$ cat config.mk
export PLATFORM = sky130hd
export DESIGN_NAME = controle_displays
export DESIGN_NICKNAME = d
export VERILOG_FILES = /design/src/rtl/controle_displays_pkg.sv /design/src/rtl/controle_displays_varredura.sv /design/src/rtl/controle_displays.sv
export SDC_FILE = /design/constraint.sdc
export NUM_CORES = 1
export LEC_CHECK = 0
export CORE_UTILIZATION = 30
export DETAILED_ROUTE_END_ITERATION = 7
export SLEW_MARGIN = 10
export SYNTH_ARGS = -nofsm -noshare
export SYNTH_HDL_FRONTEND = slang
export SYNTH_SLANG_ARGS = --single-unit
$ cat constraint.sdc
create_clock -name clock -period 6.55 [get_ports clock]
set_input_delay 1.31 -clock clock [delete_from_list [all_inputs] [get_ports clock]]
set_output_delay 1.31 -clock clock [all_outputs]
set_load 0.02 [all_outputs]
$ cat src/rtl/controle_displays_pkg.sv
// Shared types and constants for the four-digit decimal display controller.
package controle_displays_pkg;

  typedef enum logic [1:0] {
    OCIOSO   = 2'd0,
    CONVERTE = 2'd1,
    ATUALIZA = 2'd2
  } estado_t;

  localparam int BCD_W    = 4;
  localparam int NUM_BITS = 16;
  localparam int NUM_DIG  = 5;
  localparam int ACC_W    = NUM_DIG * BCD_W;
  localparam int CNT_W    = $clog2(NUM_BITS);

  localparam logic [BCD_W-1:0] DIG_ERRO = 4'hF;

  // Shift-add-3 correction applied to every BCD digit before each shift.
  function automatic logic [ACC_W-1:0] soma3(input logic [ACC_W-1:0] acc);
    logic [ACC_W-1:0] r;
    r = acc;
    for (int i = 0; i < NUM_DIG; i++) begin
      if (r[i*BCD_W +: BCD_W] >= 4'd5)
        r[i*BCD_W +: BCD_W] = r[i*BCD_W +: BCD_W] + 4'd3;
    end
    return r;
  endfunction

endpackage

$ cat src/rtl/controle_displays_varredura.sv
// Digit scanning: refresh divider, active-low anode rotation and digit mux.
module varredura_displays
  import controle_displays_pkg::*;
#(
  parameter int REFRESH_DIV = 50000
) (
  input  logic             clock_i,
  input  logic             reset_i,
  input  logic [BCD_W-1:0] milhar_i,
  input  logic [BCD_W-1:0] centena_i,
  input  logic [BCD_W-1:0] dezena_i,
  input  logic [BCD_W-1:0] unidade_i,
  output logic [3:0]       anodo_o,
  output logic [BCD_W-1:0] digito_o
);

  localparam int DIV_W = (REFRESH_DIV > 1) ? $clog2(REFRESH_DIV) : 1;

  logic [DIV_W-1:0] div_q;
  logic [3:0]       anodo_q;
  logic             virada;

  assign virada = (div_q == DIV_W'(REFRESH_DIV - 1));

  // Rotation order unidade -> dezena -> centena -> milhar (left rotate).
  always_ff @(posedge clock_i or posedge reset_i) begin
    if (reset_i) begin
      div_q   <= '0;
      anodo_q <= 4'b1110;
    end else if (virada) begin
      div_q   <= '0;
      anodo_q <= {anodo_q[2:0], anodo_q[3]};
    end else begin
      div_q   <= div_q + 1'b1;
    end
  end

  always_comb begin
    digito_o = '0;
    case (anodo_q)
      4'b1110: digito_o = unidade_i;
      4'b1101: digito_o = dezena_i;
      4'b1011: digito_o = centena_i;
      4'b0111: digito_o = milhar_i;
      default: digito_o = '0;
    endcase
  end

  assign anodo_o = anodo_q;

endmodule

$ cat src/rtl/controle_displays.sv
// Display controller: handshake write, iterative binary-to-BCD, commit, scanning.
// Optional signed input mode is enabled by defining DISPLAY_SINAL_EN.
module controle_displays
  import controle_displays_pkg::*;
#(
  parameter int REFRESH_DIV = 50000
) (
  input  logic             clock,
  input  logic             reset,
  input  logic [31:0]      numero,
  input  logic             escrever,
  output logic             pronto,
  output logic [BCD_W-1:0] milhar,
  output logic [BCD_W-1:0] centena,
  output logic [BCD_W-1:0] dezena,
  output logic [BCD_W-1:0] unidade,
  output logic             negativo,
  output logic             estouro,
  output logic [3:0]       anodo,
  output logic [BCD_W-1:0] digito_atual
);

  estado_t             estado_q;
  logic [NUM_BITS-1:0] shreg_q;
  logic [ACC_W-1:0]    acc_q;
  logic [CNT_W-1:0]    cnt_q;
  logic                sinal_q;
  logic [BCD_W-1:0]    milhar_q, centena_q, dezena_q, unidade_q;
  logic                negativo_q, estouro_q;

  logic [NUM_BITS-1:0] magnitude_d;
  logic                sinal_d;
  logic [ACC_W-1:0]    ajustado;
  logic                unused_alto;

  // Only the low half-word carries the value.
  assign unused_alto = ^numero[31:NUM_BITS];

`ifdef DISPLAY_SINAL_EN
  logic signed [NUM_BITS-1:0] valor_s;
  assign valor_s     = $signed(numero[NUM_BITS-1:0]);
  assign sinal_d     = valor_s[NUM_BITS-1];
  // -32768 negates to itself, which read unsigned is the correct magnitude.
  assign magnitude_d = sinal_d ? $unsigned(-valor_s) : numero[NUM_BITS-1:0];
`else
  assign sinal_d     = 1'b0;
  assign magnitude_d = numero[NUM_BITS-1:0];
`endif

  assign ajustado = soma3(acc_q);
  assign pronto   = (estado_q == OCIOSO);

  always_ff @(posedge clock or posedge reset) begin
    if (reset) begin
      estado_q   <= OCIOSO;
      shreg_q    <= '0;
      acc_q      <= '0;
      cnt_q      <= '0;
      sinal_q    <= 1'b0;
      milhar_q   <= '0;
      centena_q  <= '0;
      dezena_q   <= '0;
      unidade_q  <= '0;
      negativo_q <= 1'b0;
      estouro_q  <= 1'b0;
    end else begin
      case (estado_q)
        OCIOSO: begin
          if (escrever) begin
            shreg_q  <= magnitude_d;
            sinal_q  <= sinal_d;
            acc_q    <= '0;
            cnt_q    <= '0;
            estado_q <= CONVERTE;
          end
        end
        CONVERTE: begin
          acc_q   <= {ajustado[ACC_W-2:0], shreg_q[NUM_BITS-1]};
          shreg_q <= {shreg_q[NUM_BITS-2:0], 1'b0};
          cnt_q   <= cnt_q + 1'b1;
          if (cnt_q == CNT_W'(NUM_BITS - 1))
            estado_q <= ATUALIZA;
        end
        ATUALIZA: begin
          negativo_q <= sinal_q;
          if (acc_q[ACC_W-1 -: BCD_W] != '0) begin
            estouro_q <= 1'b1;
            milhar_q  <= DIG_ERRO;
            centena_q <= DIG_ERRO;
            dezena_q  <= DIG_ERRO;
            unidade_q <= DIG_ERRO;
          end else begin
            estouro_q <= 1'b0;
            milhar_q  <= acc_q[3*BCD_W +: BCD_W];
            centena_q <= acc_q[2*BCD_W +: BCD_W];
            dezena_q  <= acc_q[1*BCD_W +: BCD_W];
            unidade_q <= acc_q[0*BCD_W +: BCD_W];
          end
          estado_q <= OCIOSO;
        end
        default: estado_q <= OCIOSO;
      endcase
    end
  end

  assign milhar   = milhar_q;
  assign centena  = centena_q;
  assign dezena   = dezena_q;
  assign unidade  = unidade_q;
  assign negativo = negativo_q;
  assign estouro  = estouro_q;

  varredura_displays #(
    .REFRESH_DIV(REFRESH_DIV)
  ) u_varredura (
    .clock_i  (clock),
    .reset_i  (reset),
    .milhar_i (milhar_q),
    .centena_i(centena_q),
    .dezena_i (dezena_q),
    .unidade_i(unidade_q),
    .anodo_o  (anodo),
    .digito_o (digito_atual)
  );

endmodule

==> results.py, run 1 <==
metrics = {
    "critical_path": {
        "worstSetupEndpoint": "digito_atual[3]",
        "startpoint": "u_varredura.anodo_o[3]",
        "cp_max_fo": 7,
        "reg2regPathDepth": 3,
        "cp.required_ns": 5.24,
        "cp-start-kind": "register",
        "critPathTopFamily": "buffers and inverters",
        "ff2ff_setup_slack_ns": 4.16,
        "crit_buf_inv": 1,
        "cp.depth": 5,
        "crit_slowest_cell": "clkdlybuf4s50_1",
        "crit_type": "register to output port",
        "max_stage_delay_ns": 0.62,
        "worstReg2RegEnd": "dezena[0]",
        "path_cells": "nor2b_1, a22o_1, a22oi_1, mux2i_1, clkdlybuf4s50_1",
        "cp_data_arrival_time_ns": 2.24,
        "rr_startpoint": "estado_q[1]",
        "cp-end-kind": "output port",
    },
    "clock_tree": {
        "cts.sinks": 79,
        "cts_tree": "built",
        "clockRootBuffer": "clkbuf_16",
        "clk_latency_ns": 0.33,
        "hold_buffers": 0,
        "cts_buffers": 9,
        "cts_setup_buffers": 0,
        "post_cts_resized": 0,
        "htree_levels": 3,
        "clockBufferDepth": 2,
        "clk_pin_slew_ns": 0.06,
    },
    "synthesis": {
        "synthDominantAreaCellType": "dfrtp_1",
        "synthDistinctLibCells": 44,
        "synth_nets": 437,
        "yosysTopAreaCellShare_pct": 48.7,
        "synthArstFlopShare_pct": 100,
        "synth_area_mm2": 0.00391,
        "ys_ff_latch": 79,
        "yosysWarnings": 0,
        "ys.flop_type": "dfrtp_1",
        "syn_inst": 389,
        "synth_area_leaders": "dfrtp_1 49%, nand2_1 4.8%, ha_1 4.2%",
        "syn_area_per_cell_um2": 10.0,
        "ys_seq_area_share_pct": 50.7,
        "synth_edf_count": 0,
    },
    "global_route": {
        "grt-ovfl-total": 0,
        "antenna_found_initial": 0,
        "grt_pass1_vias": 2874,
        "grt_max_degree": 80,
        "grt.total_usage_pct": 12.9,
        "grt_pass1_wl_um": 13600,
    },
    "flow_run": {
        "maxCapViolCount": 0,
    },
    "die": {
        "core_mm2": 0.0127,
        "fp-row-count": 41,
        "die_h_um": 116,
        "io_pins": 62,
        "start_util_pct": 30.8,
        "die_x_um": 116,
        "die_area_mm2": 0.0135,
    },
    "run_status": {
        "outcome": "completed",
    },
    "place": {
        "place.gp.congestion": 0.791,
        "numPortBuffers": 44,
        "hpwl_um": 5350,
    },
    "power": {
        "peakVddDrop_uv": 130,
        "p_total_w": 0.00204,
        "cellLeakagePower_nw": 2.14,
        "cellPowerDensity_mw_per_mm2": 423,
    },
    "drt": {
        "routed_wirelength_um": 8090,
        "drc_errors": 0,
        "first_pass_iters": 5,
        "drt-wirelength-per-cell_um": 13.4,
        "routed_via_density": 4.82,
        "drt_iter0_drc": 166,
        "detail-route-antenna-nets": 0,
        "route.vias.total": 2903,
    },
    "final_layout": {
        "fin_nets": 473,
        "drive_gt1_share_pct": 6.98,
        "diodes": 0,
        "area_delta_synth_final_pct": 23.6,
    },
    "sta": {
        "maxSlewViolCount": 0,
        "tns_ns": 0,
        "finalSetupViolCount": 0,
        "max_freq_mhz": 282,
        "max_slew_margin_pct": 22.1,
        "fin_skew_ns": 0.00538,
        "post-route-min-period_ns": 3.55,
        "final_hold_viol_count": 0,
        "rsz0062_at_grt": "no",
        "worst-slew-pin-transition_ns": 1.16,
        "period_share_pct": 54.2,
    },
    "worst_hold_path": {
        "hp-class": "register to register",
    },
}
==> metal layers <==
| metal | global-route usage, % | vias to the layer above | wire length (um) |
|---|---|---|---|
| met5 | 0 | - | 0 |
| li1 | - | 1449 | - |
| met2 | 20.6 | 59 | 3780 |
| met4 | 4.10 | 0 | 40 |
| met3 | 3.89 | 2 | 314 |
| met1 | 16.9 | 1393 | 3960 |
==> through the flow <==
stage          util (%)  std cells  area [um2]  setup slack (ns)  hold slack, ns
2_1_floorplan         -        389        3910              3.22           0.450
3_3_place_gp       35.4        586        4490              3.34           0.462
6_report           38.1        602        4830              3.00           0.480
4_1_cts            38.1        602        4830              2.98           0.483
5_1_grt            38.1        602        4830              2.87           0.504
3_5_place_dp       35.4        586        4490              3.35           0.471
==> cells in the mapped netlist, types with 2 or more instances <==
| cell | number |
|---|---|
| dfrtp_1 | 76 |
| nand2_1 | 50 |
| a21oi_1 | 25 |
| o21ai_0 | 22 |
| nor2_1 | 19 |
| clkbuf_1 | 18 |
| nand3_1 | 16 |
| inv_1 | 15 |
| and3b_1 | 14 |
| ha_1 | 13 |
| xnor2_1 | 13 |
| a22o_1 | 11 |
| mux2i_1 | 9 |
| nand2b_1 | 9 |
| o22ai_1 | 9 |
| o211ai_1 | 8 |
| a32o_1 | 6 |
| o31ai_1 | 5 |
| xor2_1 | 5 |
| a22oi_1 | 4 |
| nand4_1 | 4 |
| nor2b_1 | 4 |
| nor3_1 | 4 |
| nor3b_1 | 4 |
| dfstp_2 | 3 |
| mux2_2 | 3 |
| and3_1 | 2 |
| nor4_1 | 2 |
==> cells by family after synthesis <==
logic type               after synthesis  synth area share (%)
flip-flops                            79                  50.7
AND/OR/NAND/NOR                      133                  17.9
XOR/XNOR                              18                  4.03
buffers and inverters                 37                  3.87
AO/OA/AOI/OAI                         95                  15.7
adder cells (fa/ha/maj)               13                  4.16
other                                  1                0.0959
multiplexers                          13                  3.55
==> layout make-up <==
type / count / area [um2]
timing repair buffer: 47 / 463
sequential: 79 / 1980
multi-input combinational: 273 / 1780
clock inverter: 5 / 106
fill: 1262 / 7840
tap: 172 / 215
clock buffer: 11 / 233
inverter: 15 / 56.3
==> tightest hold or removal path, stage by stage (launching register included) <==
cell	delay, ns
dfrtp_1	0.34
nand2_1	0.04
o21ai_0	0.06
==> worst min path at each step <==
| stage | startpoint | end | depth (start not counted) |
|---|---|---|---|
| final | shreg_q[12] | shreg_q[12] | 2 |
| after CTS | shreg_q[12] | shreg_q[12] | 2 |
| after floorplan | shreg_q[10] | shreg_q[10] | 2 |
| after detailed placement | shreg_q[12] | shreg_q[12] | 2 |
| after global placement | shreg_q[12] | shreg_q[12] | 2 |
| after global routing | estouro | estouro | 2 |
==> power by group <==
part / leakage (nW) / internal (W) / switching, W
Sequential: 1.02 / 0.000640 / 0.000121
Combinational: 0.955 / 0.000335 / 0.000381
Clock: 0.160 / 0.000373 / 0.000192
Total: 2.14 / 0.00135 / 0.000694
==> sequential cells by signal (all words and copies together) (netlist names) <==
register	cells
acc_q	20
centena	4
cnt_q	4
dezena	4
estado_q	2
estouro	1
milhar	4
shreg_q	16
u_varredura.anodo_o	4
u_varredura.div_q	16
unidade	4
==> cell usage in the layout (no fill, tap or decap), types with 6 or more instances in the layout <==
| master | netlist | routed |
|---|---|---|
| a21oi_1 | 25 | 25 |
| a32o_1 | 6 | 6 |
| clkbuf_16 | 0 | 9 |
| clkdlybuf4s50_1 | 0 | 44 |
| nand2_1 | 50 | 50 |
| o22ai_1 | 9 | 9 |
| nand3_1 | 16 | 16 |
| nand2b_1 | 9 | 9 |
| ha_1 | 13 | 13 |
| inv_1 | 15 | 14 |
| and3b_1 | 14 | 14 |
| o21ai_0 | 22 | 22 |
| dfrtp_1 | 76 | 76 |
| nor2_1 | 19 | 19 |
| a22o_1 | 11 | 11 |
| o211ai_1 | 8 | 8 |
| mux2i_1 | 9 | 9 |
| xnor2_1 | 13 | 13 |
Power figures use the tool's default switching activity.
==> inputs of run 2 (changes only) <==
==> constraint.sdc (replaced) <==
create_clock -name clock -period 3.5 [get_ports clock]
set_input_delay 0.7 -clock clock [delete_from_list [all_inputs] [get_ports clock]]
set_output_delay 0.7 -clock clock [all_outputs]
set_load 0.02 [all_outputs]
==> run 2 against run 1 <==
Critical path depth unchanged. Count of clock-buffer cells in the layout unchanged. Combinational power up 90%. Clock skew up 0.0019 ns. Sequential power up 88%. Core utilization about the same. Highest routed layer unchanged. First-iteration DRC count down 14%.
==> results.py, run 2 (synthesized netlist as in run 1, its figures left out) <==
metrics = {
    "run_status": {
        "outcome": "completed",
    },
    "clock_tree": {
        "cts_tree": "built",
        "clockBufferDepth": 2,
        "cts_buffers": 9,
        "cts_setup_buffers": 0,
        "cts.sinks": 79,
        "htree_levels": 3,
        "post_cts_resized": 0,
        "hold_buffers": 0,
        "clk_pin_slew_ns": 0.06,
        "clk_latency_ns": 0.34,
        "clockRootBuffer": "clkbuf_16",
    },
    "drt": {
        "drt-wirelength-per-cell_um": 13.8,
        "first_pass_iters": 4,
        "detail-route-antenna-nets": 0,
        "routed_wirelength_um": 8390,
        "route.vias.total": 2973,
        "drt_iter0_drc": 143,
        "drc_errors": 0,
        "routed_via_density": 4.90,
    },
    "sta": {
        "final_hold_viol_count": 0,
        "fin_skew_ns": 0.00733,
        "tns_ns": 0,
        "period_share_pct": 84.6,
        "rsz0062_at_grt": "no",
        "max_freq_mhz": 338,
        "post-route-min-period_ns": 2.96,
        "maxSlewViolCount": 0,
        "setup_slack_ns": 0.541,
        "max_slew_margin_pct": 28.2,
        "worst-slew-pin-transition_ns": 1.08,
        "finalSetupViolCount": 0,
    },
    "critical_path": {
        "ff2ff_setup_slack_ns": 1.33,
        "worstReg2RegEnd": "u_varredura.anodo_o[1]",
        "cp-start-kind": "register",
        "cp_max_fo": 7,
        "cp-end-kind": "output port",
        "cp.required_ns": 2.80,
        "cp_data_arrival_time_ns": 2.26,
        "rr_startpoint": "u_varredura.div_q[0]",
        "crit_type": "register to output port",
        "reg2regPathDepth": 4,
    },
    "die": {
        "fp-row-count": 41,
        "die_area_mm2": 0.0135,
        "core_mm2": 0.0127,
        "die_x_um": 116,
        "io_pins": 62,
        "die_h_um": 116,
        "start_util_pct": 30.8,
    },
    "final_layout": {
        "largest_register_ffs": 20,
        "drive_gt1_share_pct": 8.51,
        "final_cell_mix": "76 x dfrtp_1, 50 x nand2_1, 44 x clkdlybuf4s50_1, 25 x a21oi_1, 22 x o21ai_0",
        "fillCellCount": 1280,
        "layout.cells.most_common": "dfrtp_1",
        "diodes": 0,
        "reg_top3": "acc_q: 20 flops, shreg_q: 16 flops, u_varredura.div_q: 16 flops",
        "fin_nets": 478,
        "area_delta_synth_final_pct": 23.7,
        "largest_register": "acc_q",
        "final_cell_area_mm2": 0.00483,
        "post-route-util_pct": 38.1,
    },
    "worst_hold_path": {
        "holdPathStages": 2,
        "hold_start": "estouro",
        "hold_end": "estouro",
        "hp-class": "register to register",
    },
    "global_route": {
        "grt_max_degree": 37,
        "grt-ovfl-total": 0,
        "grt.total_usage_pct": 13.6,
        "grt_pass1_vias": 2893,
        "grt_pass1_wl_um": 14200,
        "antenna_found_initial": 0,
    },
    "power": {
        "cellLeakagePower_nw": 2.14,
        "cellPowerDensity_mw_per_mm2": 770,
        "p_total_w": 0.00372,
        "peakVddDrop_uv": 251,
    },
    "place": {
        "place_area_mm2": 0.00453,
        "pre_cts_ws_ns": 0.910,
        "place.gp.congestion": 0.785,
        "hpwl_um": 5680,
        "numPortBuffers": 44,
    },
    "flow_run": {
        "maxCapViolCount": 0,
    },
}
## run 2: changes by cell type in the layout (fill, tap and decap cells not counted), sizes merged
cell      delta
buf          +5
bufinv       -2
clkinvlp     +2
## run 2: worst max path at each step
stage / cells after the start / slack, ns / to / from
after global placement: 5 / 0.93 / digito_atual[3] / u_varredura.anodo_o[3]
after CTS: 5 / 0.51 / digito_atual[0] / u_varredura.anodo_o[3]
after detailed placement: 5 / 0.91 / digito_atual[0] / u_varredura.anodo_o[2]
final: 5 / 0.54 / digito_atual[0] / u_varredura.anodo_o[3]
after floorplan: 1 / 0.78 / acc_q[0] / reset
after global routing: 5 / 0.41 / digito_atual[3] / u_varredura.anodo_o[2]
## run 2: power breakdown
part           internal, W  total (W)  switching, W
Sequential         0.00120    0.00143      0.000229
Combinational     0.000632    0.00136      0.000726
Clock             0.000570   0.000935      0.000365
Total              0.00240    0.00372       0.00132
## run 2: cell type report
| cell class | count | area, um2 | share of cell area (%) |
|---|---|---|---|
| Sequential cell | 79 | 1980 | 41.0 |
| Multi-Input combinational cell | 273 | 1780 | 36.8 |
| Timing Repair Buffer | 52 | 500 | 10.4 |
| Clock buffer | 11 | 243 | 5.02 |
| Tap cell | 172 | 215 | 4.45 |
| Clock inverter | 5 | 57.6 | 1.19 |
| Inverter | 15 | 56.3 | 1.16 |
## run 2: critical path, stage by stage (launching register included)
cell             delay (ns)
dfstp_2                0.59
nor2b_1                0.28
a22o_1                 0.20
a22oi_1                0.07
mux2i_1                0.15
clkdlybuf4s50_1        0.63
## run 2: through the flow
| stage | hold WS, ns | std cells |
|---|---|---|
| 2_1_floorplan | 0.450 | 389 |
| 3_3_place_gp | 0.461 | 591 |
| 3_5_place_dp | 0.465 | 591 |
| 4_1_cts | 0.480 | 607 |
| 5_1_grt | 0.505 | 607 |
| 6_report | 0.474 | 607 |
## run 2: metal layers
| metal | part of all wire [%] | wire length (um) | global-route usage (%) |
|---|---|---|---|
| met1 | 49 | 4090 | 18.2 |
| met2 | 45 | 3790 | 20.8 |
| met3 | 4.9 | 414 | 4.41 |
| met4 | 1.1 | 93 | 4.10 |
| met5 | 0 | 0 | 0 |
==> inputs of run 3 (changes only) <==
==> constraint.sdc (replaced) <==
create_clock -name clock -period 3.08 [get_ports clock]
set_input_delay 0.616 -clock clock [delete_from_list [all_inputs] [get_ports clock]]
set_output_delay 0.616 -clock clock [all_outputs]
set_load 0.02 [all_outputs]
==> run 3 against run 2 <==
Register-to-register slack got worse by 0.40 ns. Combinational power increased by 14%. Sequential share of layout area decreased by 0.32 points. Count of clock-buffer cells in the layout increased by 1. Clock power increased by 20%. Via count increased by 0.77%. Critical endpoint is now digito_atual[3]. Highest routed layer unchanged.
==> results.py, run 3 (synthesized netlist as in run 1, its figures left out) <==
metrics = {
    "global_route": {
        "grt_max_degree": 35,
        "antenna_found_initial": 0,
        "grt-ovfl-total": 0,
        "grt_pass1_wl_um": 13900,
        "grt.total_usage_pct": 13.4,
        "grt_pass1_vias": 2871,
    },
    "sta": {
        "final_hold_viol_count": 0,
        "post-route-min-period_ns": 2.82,
        "worst-slew-pin-transition_ns": 0.889,
        "max_freq_mhz": 355,
        "maxSlewViolCount": 0,
        "hold_ws_ns": 0.477,
        "max_slew_margin_pct": 40.8,
        "tns_ns": 0,
        "setup_slack_ns": 0.260,
        "rsz0062_at_grt": "no",
        "fin_skew_ns": 0.0120,
        "finalSetupViolCount": 0,
        "period_share_pct": 91.6,
    },
    "final_layout": {
        "layout.cells.most_common": "dfrtp_1",
        "largest_register_ffs": 20,
        "largest_register": "acc_q",
        "fin_cells": 608,
        "fin_nets": 479,
        "fillCellCount": 1279,
        "post-route-util_pct": 38.4,
        "area_delta_synth_final_pct": 24.6,
        "drive_gt1_share_pct": 8.94,
        "reg_top3": "acc_q: 20 flops, shreg_q: 16 flops, u_varredura.div_q: 16 flops",
        "diodes": 0,
        "final_cell_mix": "76 x dfrtp_1, 50 x nand2_1, 44 x clkdlybuf4s50_1, 25 x a21oi_1, 22 x o21ai_0",
    },
    "critical_path": {
        "cp_max_fo": 7,
        "max_stage_delay_ns": 0.61,
        "crit_buf_inv": 1,
        "crit_type": "register to output port",
        "cp-end-kind": "output port",
        "cp-start-kind": "register",
        "crit_slowest_cell": "clkdlybuf4s50_1",
        "path_cells": "nor2b_1, a22o_1, a22oi_1, mux2i_1, clkdlybuf4s50_1",
        "cp_data_arrival_time_ns": 2.20,
        "cp.required_ns": 2.46,
        "critPathTopFamily": "buffers and inverters",
    },
    "flow_run": {
        "maxCapViolCount": 0,
    },
    "clock_tree": {
        "cts_tree": "built",
        "clk_pin_slew_ns": 0.07,
        "hold_buffers": 0,
        "cts_setup_buffers": 0,
        "htree_levels": 3,
        "clockBufferDepth": 2,
        "clk_latency_ns": 0.34,
        "cts_buffers": 9,
        "clockRootBuffer": "clkbuf_16",
        "cts.sinks": 79,
        "post_cts_resized": 0,
    },
    "power": {
        "cellPowerDensity_mw_per_mm2": 883,
        "peakVddDrop_uv": 332,
        "cellLeakagePower_nw": 2.17,
    },
    "drt": {
        "route.vias.total": 2996,
        "routed_wirelength_um": 8430,
        "detail-route-antenna-nets": 0,
        "drt_iter0_drc": 170,
        "routed_via_density": 4.93,
        "drc_errors": 0,
        "drt-wirelength-per-cell_um": 13.9,
        "first_pass_iters": 4,
    },
    "place": {
        "numPortBuffers": 44,
        "placedCellCount": 592,
        "place.gp.congestion": 0.743,
        "pre_cts_ws_ns": 0.608,
        "hpwl_um": 5720,
    },
    "die": {
        "core_mm2": 0.0127,
        "start_util_pct": 30.8,
        "fp-row-count": 41,
        "die_x_um": 116,
        "die_area_mm2": 0.0135,
        "die_h_um": 116,
        "io_pins": 62,
    },
    "worst_hold_path": {
        "hp-class": "register to register",
    },
    "run_status": {
        "outcome": "completed",
    },
}
[run 3: cell count changes in the layout (fill, tap and decap cells not counted), sizes merged]
cell | before | now
buf | 8 | 9
clkbuf | 11 | 12
clkinvlp | 3 | 1
inv | 15 | 16
[run 3: stage by stage]
step	power [W]	area (um2)
floorplan	0.00271	3910
finish	0.00430	4870
CTS	0.00435	4870
detailed placement	0.00320	4550
global route	0.00459	4870
global placement	0.00313	4550
[run 3: where the power goes]
group	total, W	internal [W]	switching [W]
clock	0.00112	0.000696	0.000427
combinational	0.00155	0.000728	0.000824
sequential	0.00162	0.00136	0.000264
total	0.00430	0.00278	0.00151
[run 3: worst paths after layout]
kind | startpoint | end | slack, ns | depth (start not counted)
worst max-delay path | u_varredura.anodo_o[3] | digito_atual[3] | 0.26 | 5
worst min-delay path | estouro | estouro | 0.48 | 2
worst max register to register | u_varredura.div_q[0] | u_varredura.anodo_o[2] | 0.93 | 4
worst min register to register | estouro | estouro | 0.48 | 2
max in group asynchronous | reset | u_varredura.anodo_o[2] | 1.77 | 3
min in group asynchronous | reset | u_varredura.div_q[15] | 0.64 | 2
[run 3: area by class of cell]
type | count | area (um2) | area share (%)
flip-flops and latches | 79 | 1980 | 40.7
multi-input cells | 273 | 1780 | 36.6
repair buffers | 53 | 520 | 10.7
clock buffers | 12 | 267 | 5.47
well taps | 172 | 215 | 4.42
inverters | 15 | 56.3 | 1.16
clock inverters | 4 | 51.3 | 1.05
[run 3: tightest hold or removal path, stage by stage (launching register included)]
cell	delay [ns]
dfrtp_1	0.34
nand2_1	0.05
nand2_1	0.05
[run 3: routing by layer]
layer / up-vias / wire (um) / GRT usage (%)
li1: 1461 / - / -
met1: 1471 / 4100 / 17.5
met2: 53 / 3900 / 20.9
met3: 11 / 321 / 3.74
met4: 0 / 113 / 5.38
met5: - / 0 / 0
